--- config.mk ---
export PLATFORM = sky130hd
export DESIGN_NAME = dm_cache_ctrl
export DESIGN_NICKNAME = d
export VERILOG_FILES = /design/src/rtl/memory_sub_system_param.sv /design/src/rtl/dm_cache_refill.sv /design/src/rtl/dm_cache_ctrl.sv
export SDC_FILE = /design/constraint.sdc
export NUM_CORES = 1
export LEC_CHECK = 0
export CAP_MARGIN = 20
export CORE_MARGIN = 2
export CORE_UTILIZATION = 34
export CTS_CLUSTER_SIZE = 10
export DETAILED_ROUTE_END_ITERATION = 6
export PLACE_DENSITY = 0.84
export SLEW_MARGIN = 20
export SYNTH_ARGS = -nofsm -noshare
export SYNTH_HDL_FRONTEND = slang
export SYNTH_SLANG_ARGS = --single-unit
--- constraint.sdc ---
create_clock -name clk -period 2.26 [get_ports clk]
set_clock_uncertainty 0.15 [all_clocks]
set_input_delay 0.339 -clock clk [delete_from_list [all_inputs] [get_ports clk]]
set_output_delay 0.339 -clock clk [all_outputs]
set_load 0.02 [all_outputs]
--- src/rtl/memory_sub_system_param.sv ---
// Shared parameters and types for the memory sub-system.
// Holds the cache geometry defaults and the cache controller state encoding.
package memory_sub_system_param;

    localparam int unsigned INDEX_LENGTH  = 4;
    localparam int unsigned TAG_LENGTH    = 4;
    localparam int unsigned OFFSET_LENGTH = 2;

    typedef enum logic [2:0] {
        IDLE,
        LOOKUP,
        COMPARE,
        REFILL,
        UPDATE,
        WRITE_MEM
    } cache_state_t;

endpackage

--- src/rtl/dm_cache_refill.sv ---
// Line refill engine: word counter plus main-memory read handshake.
// Each acked word is written to the data array; done flags the final word.
module dm_cache_refill
    import memory_sub_system_param::*;
#(
    parameter int unsigned OFFSET_LEN = OFFSET_LENGTH
) (
    input  logic                  clk,
    input  logic                  rst_n,
    input  logic                  start_i,
    input  logic                  active_i,
    input  logic                  mem_ack_i,
    output logic [OFFSET_LEN-1:0] word_cnt_o,
    output logic                  word_we_o,
    output logic                  done_o
);

    logic [OFFSET_LEN-1:0] cnt_q;

    // An ack only counts while the refill owns the memory request.
    assign word_we_o  = active_i & mem_ack_i;
    assign done_o     = word_we_o & (&cnt_q);
    assign word_cnt_o = cnt_q;

    always_ff @(posedge clk or negedge rst_n) begin
        if (!rst_n) begin
            cnt_q <= '0;
        end else if (start_i) begin
            cnt_q <= '0;
        end else if (word_we_o) begin
            cnt_q <= cnt_q + OFFSET_LEN'(1);
        end
    end

endmodule

--- src/rtl/dm_cache_ctrl.sv ---
// Direct-mapped cache controller: lookup, line refill on read miss,
// write-through / no-write-allocate writes to main memory.
module dm_cache_ctrl
    import memory_sub_system_param::*;
#(
    parameter int unsigned INDEX_LEN  = INDEX_LENGTH,
    parameter int unsigned TAG_LEN    = TAG_LENGTH,
    parameter int unsigned OFFSET_LEN = OFFSET_LENGTH,
    parameter int unsigned DATA_W     = 32,
    localparam int unsigned ADDR_LEN  = TAG_LEN + INDEX_LEN + OFFSET_LEN
) (
    input  logic                  clk,
    input  logic                  resetn,
    input  logic                  cpu_req,
    input  logic                  cpu_we,
    input  logic [ADDR_LEN-1:0]   cpu_addr,
    input  logic [DATA_W-1:0]     cpu_wdata,
    output logic                  cpu_ready,
    output logic                  cpu_hit,
    output logic [DATA_W-1:0]     cpu_rdata,
    output logic [INDEX_LEN-1:0]  line_index,
    output logic [OFFSET_LEN-1:0] line_offset,
    output logic                  valid_write,
    input  logic                  valid_in,
    output logic                  tag_write,
    output logic [TAG_LEN-1:0]    tag_wdata,
    input  logic [TAG_LEN-1:0]    tag_rdata,
    output logic                  data_write,
    output logic [DATA_W-1:0]     data_wdata,
    input  logic [DATA_W-1:0]     data_rdata,
    output logic                  mem_req,
    output logic                  mem_we,
    output logic [ADDR_LEN-1:0]   mem_addr,
    output logic [DATA_W-1:0]     mem_wdata,
    input  logic                  mem_ack,
    input  logic [DATA_W-1:0]     mem_rdata
);

    cache_state_t          state_q;
    logic [ADDR_LEN-1:0]   addr_q;
    logic                  we_q;
    logic [DATA_W-1:0]     wdata_q;
    logic                  miss_q;
    logic                  hit_q;

    logic [TAG_LEN-1:0]    tag_f;
    logic [INDEX_LEN-1:0]  index_f;
    logic [OFFSET_LEN-1:0] offset_f;
    logic                  lookup_hit;

    logic                  refill_start;
    logic                  refill_active;
    logic [OFFSET_LEN-1:0] refill_cnt;
    logic                  refill_we;
    logic                  refill_done;

    assign tag_f      = addr_q[ADDR_LEN-1 -: TAG_LEN];
    assign index_f    = addr_q[OFFSET_LEN +: INDEX_LEN];
    assign offset_f   = addr_q[OFFSET_LEN-1:0];
    assign lookup_hit = valid_in & (tag_rdata == tag_f);

    assign refill_start  = (state_q == COMPARE) & ~we_q & ~lookup_hit;
    assign refill_active = (state_q == REFILL);

    dm_cache_refill #(
        .OFFSET_LEN (OFFSET_LEN)
    ) u_refill (
        .clk        (clk),
        .rst_n      (resetn),
        .start_i    (refill_start),
        .active_i   (refill_active),
        .mem_ack_i  (mem_ack),
        .word_cnt_o (refill_cnt),
        .word_we_o  (refill_we),
        .done_o     (refill_done)
    );

    always_ff @(posedge clk or negedge resetn) begin
        if (!resetn) begin
            state_q <= IDLE;
            addr_q  <= '0;
            we_q    <= 1'b0;
            wdata_q <= '0;
            miss_q  <= 1'b0;
            hit_q   <= 1'b0;
        end else begin
            case (state_q)
                IDLE: begin
                    if (cpu_req) begin
                        addr_q  <= cpu_addr;
                        we_q    <= cpu_we;
                        wdata_q <= cpu_wdata;
                        miss_q  <= 1'b0;
                        state_q <= LOOKUP;
                    end
                end
                LOOKUP: state_q <= COMPARE;
                COMPARE: begin
                    hit_q <= lookup_hit;
                    if (we_q) begin
                        state_q <= WRITE_MEM;
                    end else if (lookup_hit) begin
                        state_q <= IDLE;
                    end else begin
                        miss_q  <= 1'b1;
                        state_q <= REFILL;
                    end
                end
                REFILL: begin
                    if (refill_done) state_q <= UPDATE;
                end
                // Replay the lookup so the read completes through the normal hit path.
                UPDATE: state_q <= LOOKUP;
                WRITE_MEM: begin
                    if (mem_ack) state_q <= IDLE;
                end
                default: state_q <= IDLE;
            endcase
        end
    end

    always_comb begin
        cpu_ready   = 1'b0;
        cpu_hit     = 1'b0;
        cpu_rdata   = '0;
        line_index  = index_f;
        line_offset = offset_f;
        valid_write = 1'b0;
        tag_write   = 1'b0;
        tag_wdata   = '0;
        data_write  = 1'b0;
        data_wdata  = '0;
        mem_req     = 1'b0;
        mem_we      = 1'b0;
        mem_addr    = '0;
        mem_wdata   = '0;
        case (state_q)
            COMPARE: begin
                if (lookup_hit && !we_q) begin
                    cpu_ready = 1'b1;
                    cpu_rdata = data_rdata;
                    cpu_hit   = ~miss_q;
                end
                if (lookup_hit && we_q) begin
                    data_write = 1'b1;
                    data_wdata = wdata_q;
                end
            end
            REFILL: begin
                mem_req     = 1'b1;
                mem_addr    = {tag_f, index_f, refill_cnt};
                line_offset = refill_cnt;
                data_write  = refill_we;
                data_wdata  = refill_we ? mem_rdata : '0;
            end
            UPDATE: begin
                valid_write = 1'b1;
                tag_write   = 1'b1;
                tag_wdata   = tag_f;
            end
            WRITE_MEM: begin
                mem_req   = 1'b1;
                mem_we    = 1'b1;
                mem_addr  = addr_q;
                mem_wdata = wdata_q;
                if (mem_ack) begin
                    cpu_ready = 1'b1;
                    cpu_hit   = hit_q;
                end
            end
            default: ;
        endcase
    end

endmodule

==> metrics.md <==
| Metric | Value |
|---|---|
| Yosys reg bits | 50 |
| CTS tree | built |
| Arr. time, crit path | a little over 2 ns |
| Die Area | 9849 µm² |
| Failing checks | setup timing |
| Largest net degree at the start of global routing | between 40 and 50 |
| Netlist Area Pre-Place | 3084 µm² |
| FFs w/ async S/R, synth | 1.000 |
| Worst setup path start | addr_q[9] |
| Remaining DRCs | 0 |
| Crit-path max FO | 6 |
| Max Cap Viol | 0 |
| CP cell instances | xnor2_2 > nand3_2 > nor4_4 > buf_6 > buf_16 > a22o_1 > buf_6 |
| Setup TNS | -12.94 ns |
| Synth Area in Compound Gates | 0.1408 |
| Share of the synthesized area in the top cell type | 0.4057 |
| Peak supply drop | 0.0006065 V |
| Setup WS post-layout | -0.2612 ns |
| Multi-input logic area | 2032 µm² |
| Pleak | 3.002 nW |
| Final total power | roughly 6 mW |
| Tcrit/Tclk final | 1.116 |
| WHS | 0.3201 ns |
| Top post-synthesis cells by area | dfrtp_1, mux2_2, and2_1 |
| Die Height | 99.24 µm |
| Post-Place Setup Slack | -0.7894 ns |
| TritonCTS buffer count | 5 |
| First-pass GRT wire length | about 18000 µm |
| CP dominant cell by count | buf_6 |
| Clock Latency Late Sink | 0.29 ns |
| Clock tree buffer depth | 2 |
| Post-Synth Adder-Cell Area | 0.004057 |
| Nets | 672 |
| Fill cells | between 600 and 700 |
| Critical Path Sink | data_wdata[6] |
| H-tree levels | 2 |
| Root Driver | clkbuf_8 |
| Leading cell type in the layout, fill and taps excluded | clkdlybuf4s50_1 |
| Min-Delay Path Class | input port to async pin |
| Core footprint | between 8000 and 9000 µm² |
| Sequential area share after synthesis | 0.4057 |
| Setup violators final | 74 |
| WL final | 12500 µm |
| Total GRT Usage | 0.2237 |
| Power Density | ~920 nW/µm² |
| Seq. cell area | 1251 µm² |
| Synth Flop Type | dfrtp_1 |
| Drt pass-1 iters | 4 |
| Slowest cell on crit path | dfrtp_1 |
| Clock transition at the registers of the reported paths | 0.09 ns |
| Vias/cell | 4.949 |
| Initial antenna violation count | 0 |
| Post-synth EDFFs | 0 |
| Initial core utilization | 0.3519 |
| Clk sinks | 50 |
| Worst r2r src | state_q[2] |
| Synth Area in Simple Gates | 0.2154 |
| Ant. Diodes | 0 |
| Cells after Synth | about 280 |
| Crit end category | output pin |
| Reg2Reg Setup Slack | 0.29 ns |
| Largest family of logic cells by synthesized area | simple AND/OR/NAND/NOR gates |
| Number of core rows | 34 |
| Final min period | 2.521 ns |
| DRT iter0 DRCs | 62 |
| Layout cells sized above 1 | 0.5378 |
| Num ports | 239 |
| Largest area contributor in the netlist | dfrtp_1 |
| Final Hold Vio Count | 0 |
| Vias post-DR | about 3300 |
| Avg Inst Size Synth | 10.90 µm² |
| Worst reg2reg path depth | 5 |
| Result of the run | finished with violations |
| Final ANT Viol Nets | 0 |
| Slew @ Worst Pin | about 0.35 ns |
| Max Transition Viols Final | 0 |
| RSZ-0062 raised after global routing | yes |
| Mapped Nets | 400 |
| Die Wd | 99.24 µm |
| Routability cong. | ~0.85 |
| Per-cell routed wire length | 18.83 µm |
| RR Endpoint | wdata_q[28] |
| Yosys warning count | 0 |
| Synth cell types | 36 |
| Multiplexer share of the synthesized area | 0.1639 |
| Synth-to-layout area growth | 108.0% |
| Number of port buffers | 238 |
| Crit-path max cell delay | approximately 0.42 ns |
| Commonest cells after routing, fill and taps aside | clkdlybuf4s50_1, buf_6, dfrtp_1 |
| Grt total ovfl | 0 |
| Post-Synth XOR/XNOR Area | 0.01420 |
| Crit Path Category | register to output pin |
| Dpl hpwl | 8239 µm |
| Setup crit start kind | register |
| F_max | 0.3966 GHz |
| Number of global-route vias before repair | ~3500 |
| Slew HR | 0.7666 |
| Required @ worst endpoint | 1.77 ns |
[final cells by class]
| class | instances | share of cell area |
|---|---|---|
| Sequential cell | 50 | 0.1950 |
| Inverter | 2 | 0.001170 |
| Clock inverter | 2 | 0.005851 |
| Clock buffer | 6 | 0.01131 |
| Timing Repair Buffer | 290 | 0.4488 |
| Tap cell | 108 | 0.02107 |
| Multi-Input combinational cell | 206 | 0.3168 |
[worst max-delay path, delay by kind of cell, from the launching register on]
family          cells  cell delay, ns
xor+xnor            1            0.17
simple gates        2            0.52
buf+inv             3            0.48
compound gates      1            0.15
flops               1            0.42
[cell usage after synthesis (3+ instances only)]
library cell and n:
nor2b_1 6, buf_2 6, nand2_1 8, buf_4 9, clkbuf_1 5, a22o_2 29, o21ai_0 5, clkbuf_2 3
buf_6 3, mux2_2 44, and2_1 74, a22o_1 4, dfrtp_1 50, nor2_1 4, xnor2_1 5
[layer usage]
metal | global-route usage | part of all wire | vias up
met3 | 0.05833 | 0.075 | 16
met1 | 0.2400 | 0.37 | 1582
li1 | - | - | 1529
met5 | 0 | 0 | -
met2 | 0.4246 | 0.54 | 159
met4 | 0.07165 | 0.017 | 0
[repair_timing]
item / 4_1_cts / 5_1_grt
endpoints found under the setup margin: 119 / 117
hold endpoints to repair: 12 / 0
gates cloned: 4 / 6
pin swaps: 6 / 28
setup buffers: 4 / 9
hold buffers: 1 / 0
gates resized for setup: 530 / 148
[cell families after synthesis]
| kind of cell | after synthesis |
|---|---|
| AND/OR/NAND/NOR | 105 |
| flip-flops | 50 |
| AO/OA/AOI/OAI | 49 |
| multiplexers | 45 |
| buffers and inverters | 28 |
| XOR/XNOR | 5 |
| adder cells (fa/ha/maj) | 1 |
[worst min-delay path by stage]
| stage | end | depth (start not counted) | from | slack (ns) |
|---|---|---|---|---|
| detailed placement | wdata_q[10] | 1 | resetn | 0.11 |
| CTS | wdata_q[10] | 2 | resetn | 0.32 |
| floorplan | addr_q[0] | 0 | resetn | -0.11 |
| finish | wdata_q[10] | 2 | resetn | 0.32 |
| global route | wdata_q[10] | 2 | resetn | 0.34 |
| global placement | wdata_q[10] | 1 | resetn | 0.11 |
[report_power, final]
group          leakage [nW]  switching [mW]  internal, mW  total, mW
registers             0.602           0.428          1.34       1.77
logic                  2.35            1.59          1.92       3.51
clock network        0.0514           0.292         0.331      0.623
[sequential cells by signal (all words and copies together), names as in the netlist]
register	count
miss_q	1
wdata_q	32
u_refill.word_cnt_o	2
addr_q	10
we_q	1
hit_q	1
state_q	3
[stage by stage]
step	instance area, µm²	util	cells
2_1_floorplan	3084	-	283
3_3_place_gp	5708	0.6513	632
3_5_place_dp	5708	0.6513	632
4_1_cts	6222	0.7100	649
5_1_grt	6415	0.7320	664
6_report	6415	0.7320	664
Note: power is estimated with default switching activity, not from simulation.
